**config.mk**
```make
export PLATFORM = sky130hd
export DESIGN_NAME = cdb_arbiter
export DESIGN_NICKNAME = d
export VERILOG_FILES = /design/src/rtl/cdb_arbiter_pkg.sv /design/src/rtl/cdb_arbiter_rr_priority_sel.sv /design/src/rtl/cdb_arbiter.sv
export SDC_FILE = /design/constraint.sdc
export NUM_CORES = 1
export LEC_CHECK = 0
export CORE_ASPECT_RATIO = 0.8
export CORE_UTILIZATION = 30
export DETAILED_ROUTE_END_ITERATION = 16
export PLACE_DENSITY = 0.72
export SYNTH_ARGS = -nofsm -noshare
export SYNTH_HDL_FRONTEND = slang
export SYNTH_SLANG_ARGS = --single-unit
```
**constraint.sdc**
```tcl
create_clock -name clock -period 3.87 [get_ports clock]
set_input_delay 0.9675 -clock clock [delete_from_list [all_inputs] [get_ports clock]]
set_output_delay 0.9675 -clock clock [all_outputs]
set_load 0.005 [all_outputs]
```
**src/rtl/cdb_arbiter_pkg.sv**
```systemverilog
// Shared CDB definitions: default widths, bus packet type and the index-width helper.
package cdb_arbiter_pkg;

  localparam int CDB_XLEN  = 32;
  localparam int ROB_TAG_W = 3;

  typedef logic [ROB_TAG_W-1:0] rob_tag_t;

  typedef struct packed {
    logic                valid;
    rob_tag_t            tag;
    logic [CDB_XLEN-1:0] value;
  } cdb_packet_t;

  // Width of a binary index into n entries; never narrower than one bit.
  function automatic int idx_w(input int n);
    return (n > 1) ? $clog2(n) : 1;
  endfunction

endpackage

```
**src/rtl/cdb_arbiter_rr_priority_sel.sv**
```systemverilog
// Round-robin priority select: first set request at or after ptr, wrapping mod N.
module cdb_arbiter_rr_priority_sel
  import cdb_arbiter_pkg::*;
#(
  parameter int N  = 4,
  parameter int IW = idx_w(N)
) (
  input  logic [N-1:0]  req,
  input  logic [IW-1:0] ptr,
  output logic [N-1:0]  gnt,
  output logic [IW-1:0] idx,
  output logic          any
);

  always_comb begin
    gnt = '0;
    idx = '0;
    any = 1'b0;
    for (int k = 0; k < N; k++) begin
      if (!any && req[(int'(ptr) + k) % N]) begin
        any                        = 1'b1;
        gnt[(int'(ptr) + k) % N]   = 1'b1;
        idx                        = IW'((int'(ptr) + k) % N);
      end
    end
  end

endmodule

```
**src/rtl/cdb_arbiter.sv**
```systemverilog
// CDB arbiter: grants one completing FU per cycle round-robin and registers its broadcast.
module cdb_arbiter
  import cdb_arbiter_pkg::*;
#(
  parameter int N_FU  = 4,
  parameter int TAG_W = ROB_TAG_W,
  parameter int XLEN  = CDB_XLEN,
  parameter int IW    = idx_w(N_FU)
) (
  input  logic                       clock,
  input  logic                       reset,
  input  logic [N_FU-1:0]            fu_valid,
  input  logic [N_FU-1:0][TAG_W-1:0] fu_tag,
  input  logic [N_FU-1:0][XLEN-1:0]  fu_value,
  input  logic                       cdb_stall,
  input  logic                       squash,
  output logic [N_FU-1:0]            fu_grant,
  output logic                       cdb_valid,
  output logic [TAG_W-1:0]           cdb_tag,
  output logic [XLEN-1:0]            cdb_value,
  output logic [IW-1:0]              cdb_fu_idx
);

  logic [N_FU-1:0]  sel_gnt;
  logic [IW-1:0]    sel_idx;
  logic             sel_any;
  logic             grant_any;

  logic [IW-1:0]    rr_ptr_q,     rr_ptr_d;
  logic             cdb_valid_q,  cdb_valid_d;
  logic [TAG_W-1:0] cdb_tag_q,    cdb_tag_d;
  logic [XLEN-1:0]  cdb_value_q,  cdb_value_d;
  logic [IW-1:0]    cdb_fu_idx_q, cdb_fu_idx_d;

  cdb_arbiter_rr_priority_sel #(.N(N_FU), .IW(IW)) u_sel (
    .req (fu_valid),
    .ptr (rr_ptr_q),
    .gnt (sel_gnt),
    .idx (sel_idx),
    .any (sel_any)
  );

  // Reset gates the grant too, so an FU never sees a handshake that the flops will drop.
  always_comb begin
    grant_any    = sel_any & ~(cdb_stall | squash | reset);
    fu_grant     = grant_any ? sel_gnt : '0;
    rr_ptr_d     = rr_ptr_q;
    cdb_valid_d  = grant_any;
    cdb_tag_d    = cdb_tag_q;
    cdb_value_d  = cdb_value_q;
    cdb_fu_idx_d = cdb_fu_idx_q;
    if (grant_any) begin
      rr_ptr_d     = (sel_idx == IW'(N_FU - 1)) ? '0 : sel_idx + 1'b1;
      cdb_tag_d    = fu_tag[sel_idx];
      cdb_value_d  = fu_value[sel_idx];
      cdb_fu_idx_d = sel_idx;
    end
  end

  always_ff @(posedge clock or posedge reset) begin
    if (reset) begin
      rr_ptr_q     <= '0;
      cdb_valid_q  <= 1'b0;
      cdb_tag_q    <= '0;
      cdb_value_q  <= '0;
      cdb_fu_idx_q <= '0;
    end else begin
      rr_ptr_q     <= rr_ptr_d;
      cdb_valid_q  <= cdb_valid_d;
      cdb_tag_q    <= cdb_tag_d;
      cdb_value_q  <= cdb_value_d;
      cdb_fu_idx_q <= cdb_fu_idx_d;
    end
  end

  assign cdb_valid  = cdb_valid_q;
  assign cdb_tag    = cdb_tag_q;
  assign cdb_value  = cdb_value_q;
  assign cdb_fu_idx = cdb_fu_idx_q;

endmodule

```
==> out/metrics.cfg <==
[cts]
clock_sinks=40
cts_buffer_depth=2
cts_made_buffers=5
holdBufCountCts=0
cts_tree=yes
cts_max_level=2
insertion_delay_ns=0.28
cts.reportedPaths.clkPinSlew_ns=0.06
root_buffer=clkbuf_16

[routing]
vias=3372
wirelength_um=11000
drc=0
vias_per_cell=5.17
first_iter_violations=165
first_pass_iters=4
ant_nets=0
wl_per_cell_um=16.8

[worst_hold_path]
hp-start=cdb_fu_idx[0]
hold_class=reg -> reg
min_path_cells=2

[floorplanning]
die_x_um=114
fp.dieH_um=91.3
dieArea_um2=10400
initial_core_util_pct=31.0
top_level_ports=190
rows=32
core_area_um2=9650

[worst_setup_path]
worstSetupPathType=reg -> out
start_kind=register
r2r_cells=11
worst-endpoint-arrival_ns=2.82
cp.required_ns=2.90
cp-startpoint=rr_ptr_q[0]
path_max_fanout=8
worstReg2RegStart=rr_ptr_q[0]
crit_path_end_kind=output pin

[sta]
final-hold-violation-count=0
hold_ws_ns=0.479
fin_crit_ns=3.78
setup_viol_count_final=0
drv_slew=0
slew_headroom_pct=40.3
tightestPinTransition_ns=0.895
finalCritPeriodShare_pct=97.7
fin_setup_tns_ns=0
skew_ns=0.00431
fmax_ghz=0.264

[pwr]
pwr-share-comb_pct=65.8
power_density_nw_per_um2=640
vdd_drop_max_uv=221
p_seq_share_pct=21.4
p_clk_share_pct=12.7
p_int_w=0.00205
p_sw_share_pct=39.3
switchingPower_w=0.00133
p_leak_nw=2.25

[final_layout]
fillers=885
drive_gt1_share_pct=10.7
areaGrowthSynthToFinish_pct=76.4
nNetsFinal=672
diodes=0

[logic_synthesis]
yosysTopAreaCell=dfrtp_1
synth_cell_types=40
syn-num-nets=482
syn_avg_cell_area_um2=9.19
ys_seq_area_share_pct=33.5
synth-edff-count=0
synth_top_flop_cell=dfrtp_1
syn_inst=325
synthArstFlopShare_pct=100
synth_top_area_share_pct=33.5
yosysWarnings=0
synth-seq-cells=40
synth_area_leaders=dfrtp_1 34%, a211oi_1 17%, mux2i_1 12%, and3_1 7.1%, nor2_1 5.8%
syn_area_um2=2990

[global_route]
overflow=0
grt_max_degree=41
grt_pass1_wl_um=16600
antenna_found_initial=0
grt_usage_pct=20.4
grt_pass1_vias=3297

[place]
port_buffers=189
place.gp.congestion=0.821
hpwl_um=8030

[run]
maxCapViolations=0

[status]
outcome=completed

-- stage by stage --
stage / power [W] / setup WS (ns) / utilization, % / instances / instance area, µm²
after CTS: 0.00336 / 0.000397 / 54.4 / 650 / 5250
after global routing: 0.00361 / -0.100 / 54.6 / 652 / 5270
after floorplan: 0.00200 / 0.183 / - / 325 / 2990
after detailed placement: 0.00292 / -0.431 / 52.9 / 642 / 5100
final: 0.00337 / 0.0874 / 54.6 / 652 / 5270
after global placement: 0.00287 / -0.342 / 52.9 / 642 / 5100
-- kinds of logic after synthesis --
group	after synthesis	share of synthesized area (%)
AOI/OAI and AO/OA	97	24.2
muxes	41	15.2
adders and majority gates	9	3.77
DFF	40	33.5
and+or+nand+nor	100	17.0
buffers and inverters	38	6.28
-- cells in the final DEF (no fill, tap or decap), types with 2 or more instances in the layout --
cell / netlist / layout
clkdlybuf4s50_1: 0 / 183
dfrtp_1: 40 / 40
a221oi_1: 5 / 4
nor2_1: 46 / 46
clkbuf_16: 0 / 5
a22oi_1: 5 / 5
buf_4: 3 / 24
mux4_2: 3 / 3
ha_1: 9 / 8
a211oi_1: 69 / 69
nor3_1: 4 / 4
nor2b_4: 1 / 2
inv_1: 5 / 4
and3_1: 34 / 34
mux2i_1: 36 / 36
o21ai_0: 7 / 6
nand2_1: 7 / 7
clkbuf_2: 0 / 3
buf_12: 0 / 2
o21ai_2: 0 / 2
inv_2: 1 / 2
-- power groups by stage --
| stage | clock (W) | sequential [W] | combinational, W |
|---|---|---|---|
| finish | 0.000429 | 0.000723 | 0.00222 |
| global route | 0.000459 | 0.000751 | 0.00240 |
| CTS | 0.000445 | 0.000725 | 0.00219 |
| detailed placement | 0 | 0.000731 | 0.00219 |
| global placement | 0 | 0.000724 | 0.00214 |
| floorplan | 0 | 0.000758 | 0.00124 |
-- layer usage --
metal	vias up	global-route usage, %	wire [µm]
met5	-	0	0
met4	0	6.58	190
met3	18	4.94	877
met2	169	34.3	5350
met1	1572	25.5	4540
li1	1613	-	-
-- what timing repair did --
action | in CTS | in global routing
pin swaps | 0 | 2
endpoints found under the setup margin | 4 | 3
gates resized for setup | 8 | 14
buffers inserted | 0 | 2
-- final timing paths --
check | slack [ns] | end
setup reg to reg | 0.70 | cdb_value[30]
hold reg to reg | 0.48 | cdb_fu_idx[0]
min in group asynchronous | 1.23 | cdb_value[9]
setup / recovery | 0.09 | fu_grant[0]
hold / removal | 0.48 | cdb_fu_idx[0]
max in group asynchronous | 2.08 | rr_ptr_q[1]
-- flip-flops by register name, indices dropped and copies added, names as in the netlist --
signal      count
rr_ptr_q        2
cdb_tag         3
cdb_valid       1
cdb_value      32
cdb_fu_idx      2
-- cell type report --
| type | count | area (µm²) | share of cell area, % |
|---|---|---|---|
| Timing Repair Buffer | 215 | 2090 | 39.7 |
| Multi-Input combinational cell | 247 | 1830 | 34.8 |
| Sequential cell | 40 | 1000 | 19.0 |
| Tap cell | 136 | 170 | 3.23 |
| Clock buffer | 7 | 143 | 2.71 |
| Inverter | 6 | 22.5 | 0.427 |
| Clock inverter | 1 | 7.51 | 0.142 |
-- synthesized netlist by cell type, types with 2 or more instances --
master	n
buf_2	3
a211oi_1	69
nor3_1	4
dfrtp_1	40
o21ai_0	7
nand2_1	7
a221oi_1	5
nor2_1	46
nor3b_1	2
mux2i_1	36
buf_4	3
mux4_2	3
inv_1	5
clkbuf_1	21
buf_6	4
and3_1	34
ha_1	9
a22oi_1	5
-- worst max-delay path: stages (launching register included) --
cell	delay (ns)
dfrtp_1	0.37
inv_1	0.17
ha_2	0.36
nor3b_2	0.19
a22oi_1	0.24
a2bb2oi_2	0.20
o21ai_2	0.12
a221oi_1	0.35
nor2_1	0.07
clkdlybuf4s50_1	0.45
Note: power is estimated with default switching activity, not from simulation.
